==> src/rtl/seq_gen.sv <==
// Serial test-pattern transmitter: sends a fixed LEN-bit pattern MSB first,
// one bit every DIV clocks, and shows the current bit index on a 7-seg digit.
module seq_gen #(
  parameter int         DIV     = 20000000,
  parameter int         LEN     = 8,
  parameter logic [7:0] PATTERN = 8'b00001000
) (
  input  logic clk,
  input  logic rst,
  input  logic start,
  input  logic repeat_en,
  output logic x,
  output logic busy,
  output logic done,
  output logic tick,
  output logic a,
  output logic b,
  output logic c,
  output logic d,
  output logic e,
  output logic f,
  output logic g
);

  typedef enum logic {
    IDLE = 1'b0,
    SEND = 1'b1
  } state_t;

  localparam logic [26:0]    CNT_MAX  = 27'(DIV - 1);
  localparam logic [2:0]     IDX_LAST = 3'(LEN - 1);
  localparam logic [LEN-1:0] LOAD     = PATTERN[LEN-1:0];
  localparam logic [6:0]     BLANK    = 7'b1111111;

  state_t         state;
  state_t         next_state;
  logic [26:0]    cnt;
  logic [2:0]     idx;
  logic [LEN-1:0] shreg;
  logic [6:0]     seg;
  logic           last_tick;

  function automatic logic [6:0] seg_of(input logic [2:0] digit);
    case (digit)
      3'd0:    seg_of = 7'b0000001;
      3'd1:    seg_of = 7'b1001111;
      3'd2:    seg_of = 7'b0010010;
      3'd3:    seg_of = 7'b0000110;
      3'd4:    seg_of = 7'b1001100;
      3'd5:    seg_of = 7'b0100100;
      3'd6:    seg_of = 7'b0100000;
      default: seg_of = 7'b0001111;
    endcase
  endfunction

  assign busy      = (state == SEND);
  assign tick      = busy && (cnt == CNT_MAX);
  assign last_tick = tick && (idx == IDX_LAST);
  // The bit on the line is always the MSB of the shift register; the line idles high.
  assign x         = busy ? shreg[LEN-1] : 1'b1;
  assign {a, b, c, d, e, f, g} = seg;

  always_ff @(posedge clk or posedge rst) begin
    if (rst) state <= IDLE;
    else     state <= next_state;
  end

  always_comb begin
    next_state = state;
    case (state)
      IDLE:    if (start) next_state = SEND;
      SEND:    if (last_tick && !repeat_en) next_state = IDLE;
      default: next_state = IDLE;
    endcase
  end

  always_ff @(posedge clk or posedge rst) begin
    if (rst) begin
      cnt   <= '0;
      idx   <= '0;
      shreg <= '0;
      seg   <= BLANK;
      done  <= 1'b0;
    end else begin
      done <= 1'b0;
      case (state)
        SEND: begin
          if (tick) begin
            cnt <= '0;
            if (idx != IDX_LAST) begin
              shreg <= {shreg[LEN-2:0], 1'b0};
              idx   <= idx + 3'd1;
              seg   <= seg_of(idx + 3'd1);
            end else if (repeat_en) begin
              // Wrap straight into the next pass with no idle gap.
              shreg <= LOAD;
              idx   <= '0;
              seg   <= seg_of(3'd0);
            end else begin
              idx  <= '0;
              seg  <= BLANK;
              done <= 1'b1;
            end
          end else begin
            cnt <= cnt + 27'd1;
          end
        end
        default: begin
          cnt <= '0;
          seg <= BLANK;
          if (start && state == IDLE) begin
            idx   <= '0;
            shreg <= LOAD;
            seg   <= seg_of(3'd0);
          end
        end
      endcase
    end
  end

endmodule

==> config.mk <==
export PLATFORM = sky130hd
export DESIGN_NAME = seq_gen
export DESIGN_NICKNAME = d
export VERILOG_FILES = /design/src/rtl/seq_gen.sv
export SDC_FILE = /design/constraint.sdc
export NUM_CORES = 1
export LEC_CHECK = 0
export CELL_PAD_IN_SITES_DETAIL_PLACEMENT = 0
export CELL_PAD_IN_SITES_GLOBAL_PLACEMENT = 1
export CORE_MARGIN = 4
export CORE_UTILIZATION = 45
export DETAILED_ROUTE_END_ITERATION = 10
export GPL_ROUTABILITY_DRIVEN = 0
export PLACE_DENSITY = 0.76
export SLEW_MARGIN = 5
export SYNTH_ARGS = -nofsm -noshare
export SYNTH_HDL_FRONTEND = slang
export SYNTH_SLANG_ARGS = --single-unit
==> constraint.sdc <==
create_clock -name clk -period 3.45 [get_ports clk]
set_input_delay 0.69 -clock clk [delete_from_list [all_inputs] [get_ports clk]]
set_output_delay 0.69 -clock clk [all_outputs]
set_load 0.02 [all_outputs]
# --- Word-level counts from Yosys, hierarchy flattened ---
# Cells that the tools add are included.
word_totals:
  ff_bits: 47
  inputBits: 4
  output_inout_bits: 11
  word_cells: 54
op_classes:
  n_addsub: 2
  eq_ne: 11
  n_mux: 25
  n_bitwise: 1
  n_reduce_logical: 9
ops:
  columns: ["cell", "count"]
  rows:
  - ["27-bit 2-to-1 mux", 2]
  - ["7-bit case mux with 7 select lines", 1]
  - ["8-bit 2-to-1 mux", 5]
  - ["7-bit 2-to-1 mux", 5]
  - ["27-bit by 1-bit adder with 27-bit output, second input constant", 1]
  - ["27-bit by 25-bit == test with 1-bit output, second input constant", 1]
  - ["3-bit == test, second input constant", 4]
  - ["3-bit 2-to-1 mux", 4]
  - ["1-bit 2-to-1 mux", 7]
  - ["3-bit by 2-bit == test with 1-bit output, second input constant", 2]
  - ["1-bit logical AND", 4]
  - ["3-bit by 1-bit adder with 3-bit output, second input constant", 1]
  - ["3-bit by 1-bit == test with 1-bit output, second input constant", 1]
  - ["3-bit zero test", 1]
  - ["3-bit by 2-bit inequality test with 1-bit output, second input constant", 1]
  - ["3-bit inequality test, second input constant", 1]
  - ["3-bit AND reduction", 1]
  - ["2-bit inequality test, second input constant", 1]
  - ["1-bit case mux with 2 select lines", 1]
  - ["2-bit AND reduction", 1]
  - ["2-bit nonzero test", 1]
  - ["1-bit zero test", 1]
  - ["1-bit NOT", 1]

# --- Depth between registers and ports, before layout ---
depth:
  depth_word: 6
  mapped_depth: 8
  mapped_depth_nobuf: 7

# --- Least setup slack after synthesis ---
# OpenSTA, ideal clock, no wires.
synth_path:
  path_kind: "reg-to-output"
  from: "reg cnt[0]"
  to: "out tick"
  arrival_ns: 1.750
  t_required_ns: 2.760
  path_slack_ns: 1.010
  path_stages_with_launch: 6
  n_path_buf: 1
  cell_sequence: "dfrtp_1 -> ha_1 -> nand3_1 -> or2_2 -> clkbuf_1 -> nor4_2"
synth_via:
  elab_chain_len: 2
synth_lines:
  columns: ["element", "line_no", "source"]
  rows:
  - ["start: declaration", "37", "logic [26:0] cnt;"]
  - ["start signal: assignment", "105", "cnt <= cnt + 27'd1;"]
  - ["27-bit by 25-bit == test with 1-bit output", "57", "assign tick = busy && (cnt == CNT_MAX);"]
  - ["1-bit logical AND", "57", null]
  - ["end: declaration", "15", "output logic tick,"]
# No other way between the ends.

# --- Final worst setup path ---
# Same ends and word-level chain as after synthesis.

==> results.py <==
metrics = {
    "clock_network": {
        "cts_tree": "yes",
        "ctsRootBufferMaster": "clkbuf_8",
        "cts_hold_buf": 0,
        "numCtsBuffers": 5,
        "clock_latency_ns": 0.29,
        "cts_sinks": 44,
        "htreeDepth": 2,
        "cts_buffer_depth": 2,
        "cts_setup_buffers": 0,
        "path_clk_slew_ns": 0.08,
        "cts_resized": 0,
    },
    "floorplanning": {
        "rows": 25,
        "initial_utilization_pct": 46.8,
        "core_area_um2": 4790,
        "die_x_um": 78.5,
        "die_h_um": 78.5,
        "die_area_um2": 6170,
        "io_pins": 15,
    },
    "sta": {
        "timing.fmax_mhz": 324,
        "setup_tns_ns": 0,
        "drv_slew": 0,
        "hold_viol_final": 0,
        "rsz0062_at_grt": "false",
        "worst_slew_pin_slew_ns": 0.943,
        "hold_slack_ns": 0.471,
        "min_period_ns": 3.08,
        "relSlewSlack_pct": 36.7,
        "period_share_pct": 89.3,
        "finalWorstSetupSlack_ns": 0.368,
        "clock_skew_ns": 0.00457,
        "setup_viol": 0,
    },
    "detailed_routing": {
        "first_pass_iters": 5,
        "totalWireLength_mm": 4.59,
        "route.detailed.drc": 0,
        "wl_per_cell_um": 14.6,
        "drtIter0Drc": 112,
        "antenna_left": 0,
        "vias": 1657,
        "via_per_inst": 5.26,
    },
    "synthesis": {
        "synth-seq-cells": 44,
        "syn_area_per_cell_um2": 10.0,
        "syn_inst": 224,
        "synthFlopType": "dfrtp_1",
        "synth_nets": 236,
        "synth_cell_types": 43,
        "synthTopCellsByArea": "dfrtp_1 41%, dfstp_2 8.2%, nor2_1 6.7%, xor2_1 5.5%, ha_1 4.5%",
        "synth_edf_count": 0,
        "netlist_area_um2": 2240,
        "yosys-top-cells-count": "40 x nor2_1, 37 x dfrtp_1, 14 x xor2_1, 11 x nand2_1, 11 x nand4_1",
        "ys_warn_count": 0,
        "synth-seq-area-share_pct": 49.6,
        "yosysTopAreaCell": "dfrtp_1",
        "yosysTopAreaCellShare_pct": 41.3,
        "synth.most_common_cell": "nor2_1",
        "synthArstFlopShare_pct": 100,
    },
    "worst_setup_path": {
        "reg2reg_setup_slack_ns": 1.06,
        "reg2reg_depth": 6,
        "cp-start-kind": "register",
        "r2r_end": "shreg[6]$_DFFE_PP0P_",
        "worstPathMaxFanout": 7,
        "crit_path_end": "tick",
        "crit_type": "register to primary output",
        "worstPathArrival_ns": 2.39,
        "crit_path_end_kind": "primary output",
        "crit_required_ns": 2.76,
        "startpoint": "cnt[0]$_DFF_PP0_",
        "r2r_start": "cnt[12]$_DFF_PP0_",
    },
    "finish": {
        "final_nets": 259,
        "fillers": 448,
        "drive_gt1_share_pct": 11.7,
        "finish.utilization_pct": 54.4,
        "areaGrowthSynthToFinish_pct": 16.2,
        "diodes": 0,
    },
    "run_status": {
        "status": "finished, final reports clean",
    },
    "run": {
        "drv_cap": 0,
    },
    "global_route": {
        "grt.total_usage_pct": 16.3,
        "grt_pass1_vias": 1586,
        "top_usage_layer": "met1",
        "antenna_found_initial": 0,
        "gr-usage-met1_pct": 25.1,
        "grt_pass1_wl_mm": 7.89,
        "grt_max_degree": 28,
        "grt_use_met2_pct": 22.3,
        "grt_overflow": 0,
        "gr-usage-met3_pct": 3.56,
    },
    "place": {
        "place_worst_setup_slack_ns": 0.653,
        "hpwlAfterDp_mm": 3.26,
        "io_buffers": 14,
    },
    "power_and_ir_drop": {
        "power_density_nw_per_um2": 442,
        "p_total_mw": 1.15,
        "leakage_nw": 1.17,
        "peakVddDrop_uv": 347,
    },
    "min_path": {
        "min_path_cells": 1,
        "hp-class": "register to register",
    },
}
==> cell families after synthesis <==
kind of cell,after synthesis,synth area share (%)
AOI/OAI and AO/OA,30,10.3
xor gates and xnor gates,22,8.60
adders and majority gates,8,4.47
buffers and inverters,15,2.96
DFF,44,49.6
muxes,3,1.34
and+or+nand+nor,102,22.8
==> cell usage in the layout (no fill, tap or decap), types with 2 or more instances in the layout <==
cell type        synthesis  layout
a22o_1                   4       4
dfrtp_1                 37      37
nand3_1                 10      10
clkbuf_8                 0       5
dfstp_2                  7       7
nand4_1                 11      11
mux2i_1                  3       3
clkdlybuf4s50_1          0      14
nand2_1                 11      11
and3_1                   5       5
nor2b_1                  2       2
nor2_1                  40      40
nor3_1                   6       6
a21oi_1                  6       6
a21o_1                   4       4
xor2_1                  14      14
and2_1                   2       2
xnor2_1                  8       8
nor4b_1                  2       2
inv_1                    9       8
a31oi_1                  5       5
nor4_1                   4       4
ha_1                     8       8
nand2b_1                 2       2
buf_4                    2       8
==> stage by stage <==
stage / cell area (um2) / std cells
global route: 2600 / 315
floorplan: 2240 / 224
finish: 2600 / 315
detailed placement: 2490 / 307
global placement: 2490 / 307
CTS: 2600 / 315
==> critical path, stage by stage (launching register included) <==
cell             delay [ns]
dfrtp_1                0.39
ha_1                   0.21
nand3_1                0.12
or2_2                  0.40
nor4_2                 0.31
clkdlybuf4s50_1        0.66
==> layer usage <==
layer,part of all wire [%],vias to the layer above
li1,-,837
met1,54,800
met2,43,16
met3,2.4,4
met4,0.61,0
met5,0,-
==> power by group <==
group | internal [mW] | leakage [nW] | switching (mW)
logic | 0.0685 | 0.548 | 0.0723
clock network | 0.214 | 0.0541 | 0.173
registers | 0.571 | 0.567 | 0.0501
==> registers in the layout, indices dropped and copies added, names as in the netlist <==
register	count
shreg	5
busy	1
cnt	27
idx	3
done	1
seg	7
==> how the worst min path moves through the flow <==
| stage | start | to | slack [ns] |
|---|---|---|---|
| 2_1_floorplan | shreg[7]$_DFFE_PP0P_ | shreg[7]$_DFFE_PP0P_ | 0.44 |
| 3_5_place_dp | shreg[5]$_DFFE_PP0P_ | shreg[5]$_DFFE_PP0P_ | 0.46 |
| 3_3_place_gp | shreg[7]$_DFFE_PP0P_ | shreg[7]$_DFFE_PP0P_ | 0.45 |
| 6_report | shreg[5]$_DFFE_PP0P_ | shreg[5]$_DFFE_PP0P_ | 0.47 |
| 5_1_grt | shreg[7]$_DFFE_PP0P_ | shreg[7]$_DFFE_PP0P_ | 0.49 |
| 4_1_cts | shreg[5]$_DFFE_PP0P_ | shreg[5]$_DFFE_PP0P_ | 0.48 |
==> area by class of cell <==
class	instances	area (um2)	area share [%]
Sequential cell	44	1110	42.6
Clock inverter	3	42.5	1.63
Tap cell	67	83.8	3.22
Timing Repair Buffer	22	200	7.69
Clock buffer	5	68.8	2.64
Multi-Input combinational cell	165	1060	40.9
Inverter	9	33.8	1.30
Note: power is estimated with default switching activity, not from simulation.
